$ cat src/rtl/register_file_param.sv
// register_file_param
// Parametrised register file: one write port, two registered read ports and a
// sequential clear engine that zeroes one entry per cycle.
// Optional feature macro: REGFILE_BYPASS_EN (write-through forwarding of an
// accepted write to any read port addressing the same entry in that cycle).
module register_file_param #(
  parameter int DATA_W  = 8,
  parameter int ADDR_W  = 2,
  parameter int ZERO_R0 = 0
) (
  input  logic              clk,
  input  logic              rst_n,
  input  logic              we,
  input  logic [ADDR_W-1:0] waddr,
  input  logic [DATA_W-1:0] wdata,
  input  logic [ADDR_W-1:0] raddr0,
  input  logic [ADDR_W-1:0] raddr1,
  output logic [DATA_W-1:0] rdata0,
  output logic [DATA_W-1:0] rdata1,
  input  logic              clr_req,
  output logic              busy,
  output logic              wr_drop
);

  localparam int DEPTH = 1 << ADDR_W;

  typedef enum logic {
    IDLE,
    CLEAR
  } stateT;

  stateT             state;
  stateT             nextState;
  logic [ADDR_W-1:0] clrCount;
  logic [DATA_W-1:0] mem [DEPTH];

  logic              zeroWrite;
  logic              writeAccept;
  logic              writeDrop;
  logic              clearLast;
  logic [DATA_W-1:0] nextRd0;
  logic [DATA_W-1:0] nextRd1;

  // A write lands only when idle and no clear is being requested; a write to
  // the hard-wired zero entry is refused. Anything else with we=1 is dropped.
  assign zeroWrite   = (ZERO_R0 != 0) && (waddr == '0);
  assign writeAccept = we && (state == IDLE) && !clr_req && !zeroWrite;
  assign writeDrop   = we && !writeAccept;
  assign clearLast   = (state == CLEAR) && (clrCount == ADDR_W'(DEPTH - 1));
  assign busy        = (state == CLEAR);

  // State register for the clear engine.
  always_ff @(posedge clk) begin
    if (!rst_n) state <= IDLE;
    else        state <= nextState;
  end

  // Next state: start clearing on a request while idle, stop after the last entry.
  always_comb begin
    nextState = state;
    case (state)
      IDLE:    if (clr_req)   nextState = CLEAR;
      CLEAR:   if (clearLast) nextState = IDLE;
      default: nextState = IDLE;
    endcase
  end

  // Clear pointer: loaded with 0 when a clear starts, advanced once per clear cycle.
  always_ff @(posedge clk) begin
    if (!rst_n) begin
      clrCount <= '0;
    end else if (state == IDLE) begin
      if (clr_req) clrCount <= '0;
    end else begin
      clrCount <= clrCount + ADDR_W'(1);
    end
  end

  // Storage array: the clear engine owns the array while clearing, otherwise
  // accepted writes update it.
  always_ff @(posedge clk) begin
    if (!rst_n) begin
      for (int i = 0; i < DEPTH; i++) mem[i] <= '0;
    end else if (state == CLEAR) begin
      mem[clrCount] <= '0;
    end else if (writeAccept) begin
      mem[waddr] <= wdata;
    end
  end

  // Read data selection: pre-edge array contents, optionally forwarded from an
  // accepted write, with the zero entry forced to 0 last so it wins.
  always_comb begin
    nextRd0 = mem[raddr0];
    nextRd1 = mem[raddr1];
`ifdef REGFILE_BYPASS_EN
    if (writeAccept && (waddr == raddr0)) nextRd0 = wdata;
    if (writeAccept && (waddr == raddr1)) nextRd1 = wdata;
`else
`endif
    if ((ZERO_R0 != 0) && (raddr0 == '0)) nextRd0 = '0;
    if ((ZERO_R0 != 0) && (raddr1 == '0)) nextRd1 = '0;
  end

  // Registered read ports and the one-cycle dropped-write flag.
  always_ff @(posedge clk) begin
    if (!rst_n) begin
      rdata0  <= '0;
      rdata1  <= '0;
      wr_drop <= 1'b0;
    end else begin
      rdata0  <= nextRd0;
      rdata1  <= nextRd1;
      wr_drop <= writeDrop;
    end
  end

endmodule

$ cat config.mk
export PLATFORM = sky130hd
export DESIGN_NAME = register_file_param
export DESIGN_NICKNAME = d
export VERILOG_FILES = /design/src/rtl/register_file_param.sv
export SDC_FILE = /design/constraint.sdc
export NUM_CORES = 1
export LEC_CHECK = 0
export CORE_ASPECT_RATIO = 1.75
export CORE_MARGIN = 2
export CORE_UTILIZATION = 48
export DETAILED_ROUTE_END_ITERATION = 16
export GPL_TIMING_DRIVEN = 1
export PLACE_DENSITY = 0.82
export RECOVER_POWER = 50
export SYNTH_ARGS = -nofsm -noshare
export SYNTH_HDL_FRONTEND = slang
export SYNTH_SLANG_ARGS = --single-unit
$ cat constraint.sdc
create_clock -name clk -period 2.2 [get_ports clk]
set_clock_uncertainty 0.15 [all_clocks]
set_input_delay 0.55 -clock clk [delete_from_list [all_inputs] [get_ports clk]]
set_output_delay 0.55 -clock clk [all_outputs]
set_load 0.02 [all_outputs]
==> results of run 1 <==
[synthesized netlist by cell type]
cell,number,area share (%)
a21oi_1,4,0.88
and2_1,16,4.4
and2b_1,1,0.33
buf_2,5,1.1
buf_4,1,0.33
buf_6,1,0.50
clkbuf_1,4,0.66
dfxtp_1,20,18
edfxtp_1,32,42
ha_1,1,0.55
inv_1,9,1.5
mux4_2,16,16
nand2_1,11,1.8
nand2b_1,2,0.55
nor2_1,11,1.8
nor2_2,1,0.28
nor2b_1,3,0.83
nor3_1,16,3.5
nor3b_1,1,0.33
nor4b_2,1,0.66
nor4b_4,1,1.0
nor4bb_1,1,0.44
o2111ai_2,1,0.66
o21ai_0,3,0.66
o21ai_2,1,0.39
o311a_1,1,0.44
or4b_4,1,0.61
[cell type report]
class | count | share of cell area (%)
Clock buffer | 5 | 2.41
Tap cell | 52 | 2.28
Timing Repair Buffer | 51 | 16.3
Sequential cell | 52 | 47.8
Clock inverter | 3 | 1.32
Inverter | 9 | 1.18
Multi-Input combinational cell | 93 | 28.8
[cell families (layout without fill, tap and decap cells)]
group / after synthesis / after routing
flip-flops: 52 / 52
buffers and inverters: 20 / 68
multiplexers: 16 / 16
AO/OA/AOI/OAI: 10 / 10
AND/OR/NAND/NOR: 66 / 66
adder cells (fa/ha/maj): 1 / 1
[power groups by stage]
stage | sequential [uW] | clock (uW) | combinational (uW)
after floorplan | 1170 | 0 | 146
after global placement | 1140 | 0 | 301
after detailed placement | 1150 | 0 | 308
after CTS | 1130 | 633 | 309
after global routing | 1130 | 671 | 313
final | 1120 | 624 | 289
[layer usage]
metal | vias up | global-route usage (%) | part of all wire (%)
met2 | 37 | 34.7 | 63
li1 | 694 | - | -
met4 | 0 | 8.73 | 2.8
met1 | 687 | 15.8 | 32
met5 | - | 0 | 0
met3 | 11 | 2.58 | 3.1
[flip-flops by register name (all words and copies together) (netlist names)]
signal    flops
clrCount      2
wr_drop       1
rdata0        8
rdata1        8
busy          1
mem          32
[timing repair]
item / 4_1_cts / 5_1_grt
resized for setup: 0 / 4
setup endpoints to repair: 0 / 17
setup buffers: 0 / 0
[through the flow]
step	utilization (%)	power [uW]	hold WS, ps	worst slack (ps)	std cells
6_report	61.7	2040	428	114	265
5_1_grt	61.7	2120	480	26.2	265
4_1_cts	62.3	2070	428	8.55	265
3_5_place_dp	60.0	1460	414	-292	257
3_3_place_gp	60.0	1450	394	-218	257
2_1_floorplan	-	1320	368	157	165
[worst register-to-register path: stages (launching register included)]
cell     delay [ps]
dfxtp_2         430
buf_4           190
nor2b_1         250
nor2_1          130
o21ai_1         160
buf_4           190
[final timing paths]
| kind | start | depth (start not counted) | end |
|---|---|---|---|
| setup reg to reg | busy | 5 | mem[1][1] |
| hold reg to reg | clrCount[0] | 2 | clrCount[0] |
| hold / removal | clrCount[0] | 2 | clrCount[0] |
| setup / recovery | we | 5 | mem[2][3] |
==> summary.txt, run 1 <==
Synth
  – Ys Warns: 0
  – Post-Syn Area: between 0.002 and 0.0025 mm^2
  – Area share of fa/ha/maj cells after synthesis: less than 1%
  – Cells after synthesis: between 150 and 200
  – Post-synth cell types: 27
  – Mux contribution to synthesized area: approximately 16%
  – Post-synthesis sequential area ratio: 59.9%
  – Synth Area in XOR/XNOR: 0%
  – Synth Area in Compound Gates: 3.03%
  – Synthesized flop and latch total: 52
  – Post-synthesis area per instance: roughly 14 um^2
  – Simple-gate share of the synthesized area: 16.6%
  – Largest family of logic cells by synthesized area: simple AND/OR/NAND/NOR gates
  – Synthesized Nets: 184

Clocking
  – Cts hold-fix bufs: 0
  – H-tree lvl count: 2
  – Sink Count: between 50 and 60
  – Clk slew on worst S/H paths: about 90 ps
  – Root Buffer: clkbuf_8
  – Cts bufs inserted: 5
  – CTS tree: built
  – Bufs on Longest Clock Path: 2
  – Clock Latency Late Sink: about 300 ps

Routing
  – Routed WL: between 4 and 5 mm
  – Antenna viol nets, final: 0
  – Detailed-route DRC error count: 0
  – Number of iterations in the first detailed-routing pass: 4
  – Via-to-Cell Ratio: 5.39
  – Via count: around 1400
  – Drt first-iter violations: 32
  – Wirelength per Cell: approximately 15 um

Final layout
  – Ant. Diodes: 0
  – Most common cell after layout, fill and taps aside: edfxtp_1
  – Design area: approximately 0.0029 mm^2
  – Fillcell total: 370
  – Area of the multi-input gates: between 800 and 900 um^2
  – Register area: about 0.0014 mm^2
  – Layout area overhead: 25.5%
  – Most frequent cells in the layout: 32 x edfxtp_1, 19 x dfxtp_1, 19 x dlygate4sd3_1, 16 x mux4_2, 16 x nor3_1
  – Share of layout cells above drive strength 1: about a fifth
  – Fin nets: roughly 230

Timing
  – Final hold vios: 0
  – Fmax: 479 MHz
  – RSZ-0062 raised after global routing: no
  – Slew Viols, Final: 0
  – Max_slew headroom: approximately 61%
  – Final worst path period share: between 90% and 100%
  – Setup TNS: 0 ps
  – Slew @ Worst Pin: roughly 580 ps
  – Tmin final: around 2100 ps
  – Final setup violation count: 0

GRT
  – Vias in the first global route: roughly 1500
  – First-pass GRT wire length: just under 7 mm
  – Initial antenna violation count: 0
  – GRT Total Usage: ~17%
  – Largest net degree at the start of global routing: 19
  – GRT overflow: 0

Worst hold path
  – Hold Crit Class: reg -> reg

Pwr
  – Net Sw Frac: between 20% and 30%
  – Combinational share of power: between 10% and 20%
  – Power Dens Cells: 714 mW/mm^2
  – Int Power: between 1500 and 2000 uW
  – Sequential Power Share: a little under three fifths
  – Leak: between 0.001 and 0.0015 uW
  – NetSw: approximately 460 uW
  – Worst vdd ir: 0.606 mV
  – Clock Power Share: roughly 31%

Floorplanning
  – Starting Density: approximately 49%
  – Placement Rows: 33
  – Die span in y: between 90 and 100 um
  – Die width: ~56 um
  – Core footprint: 0.00462 mm^2
  – Area of the die: approximately 0.0053 mm^2
  – # IOs: 36

Status
  – Outcome: complete, no violations

Setup path
  – Worst-path fanout max: 8
  – Worst path slowest cell: clkdlybuf4s50_1
  – Worst path buffer plus inverter count: 2
  – WP data arrival: about 2000 ps
  – CP max stage delay: roughly 540 ps
  – Startpoint Class: input port
  – Critical setup path kind: in -> reg
  – Crit-path cells: clkdlybuf4s50_1, or4b_1, o2111ai_1, buf_4, nor2_1
  – Setup crit end kind: flop
  – Internal reg-to-reg setup slack: 400 ps
  – Largest delay share family, worst path: buffers and inverters
  – Req. time, crit path: ~2100 ps

Placement
  – Routability congestion estimate: around 0.81
  – Post-DP Area: ~0.0028 mm^2
  – I/O Buffers: 35
  – DPL Wire Length: ~3.2 mm

Run
  – Max-cap violations: 0
No activity file was read; power rests on OpenSTA's default activity.
==> inputs of run 2 (changes only) <==
- CAP_MARGIN: not set -> 40
==> results of run 2 <==
Final layout, timing and power as in run 1 (identical DEF).
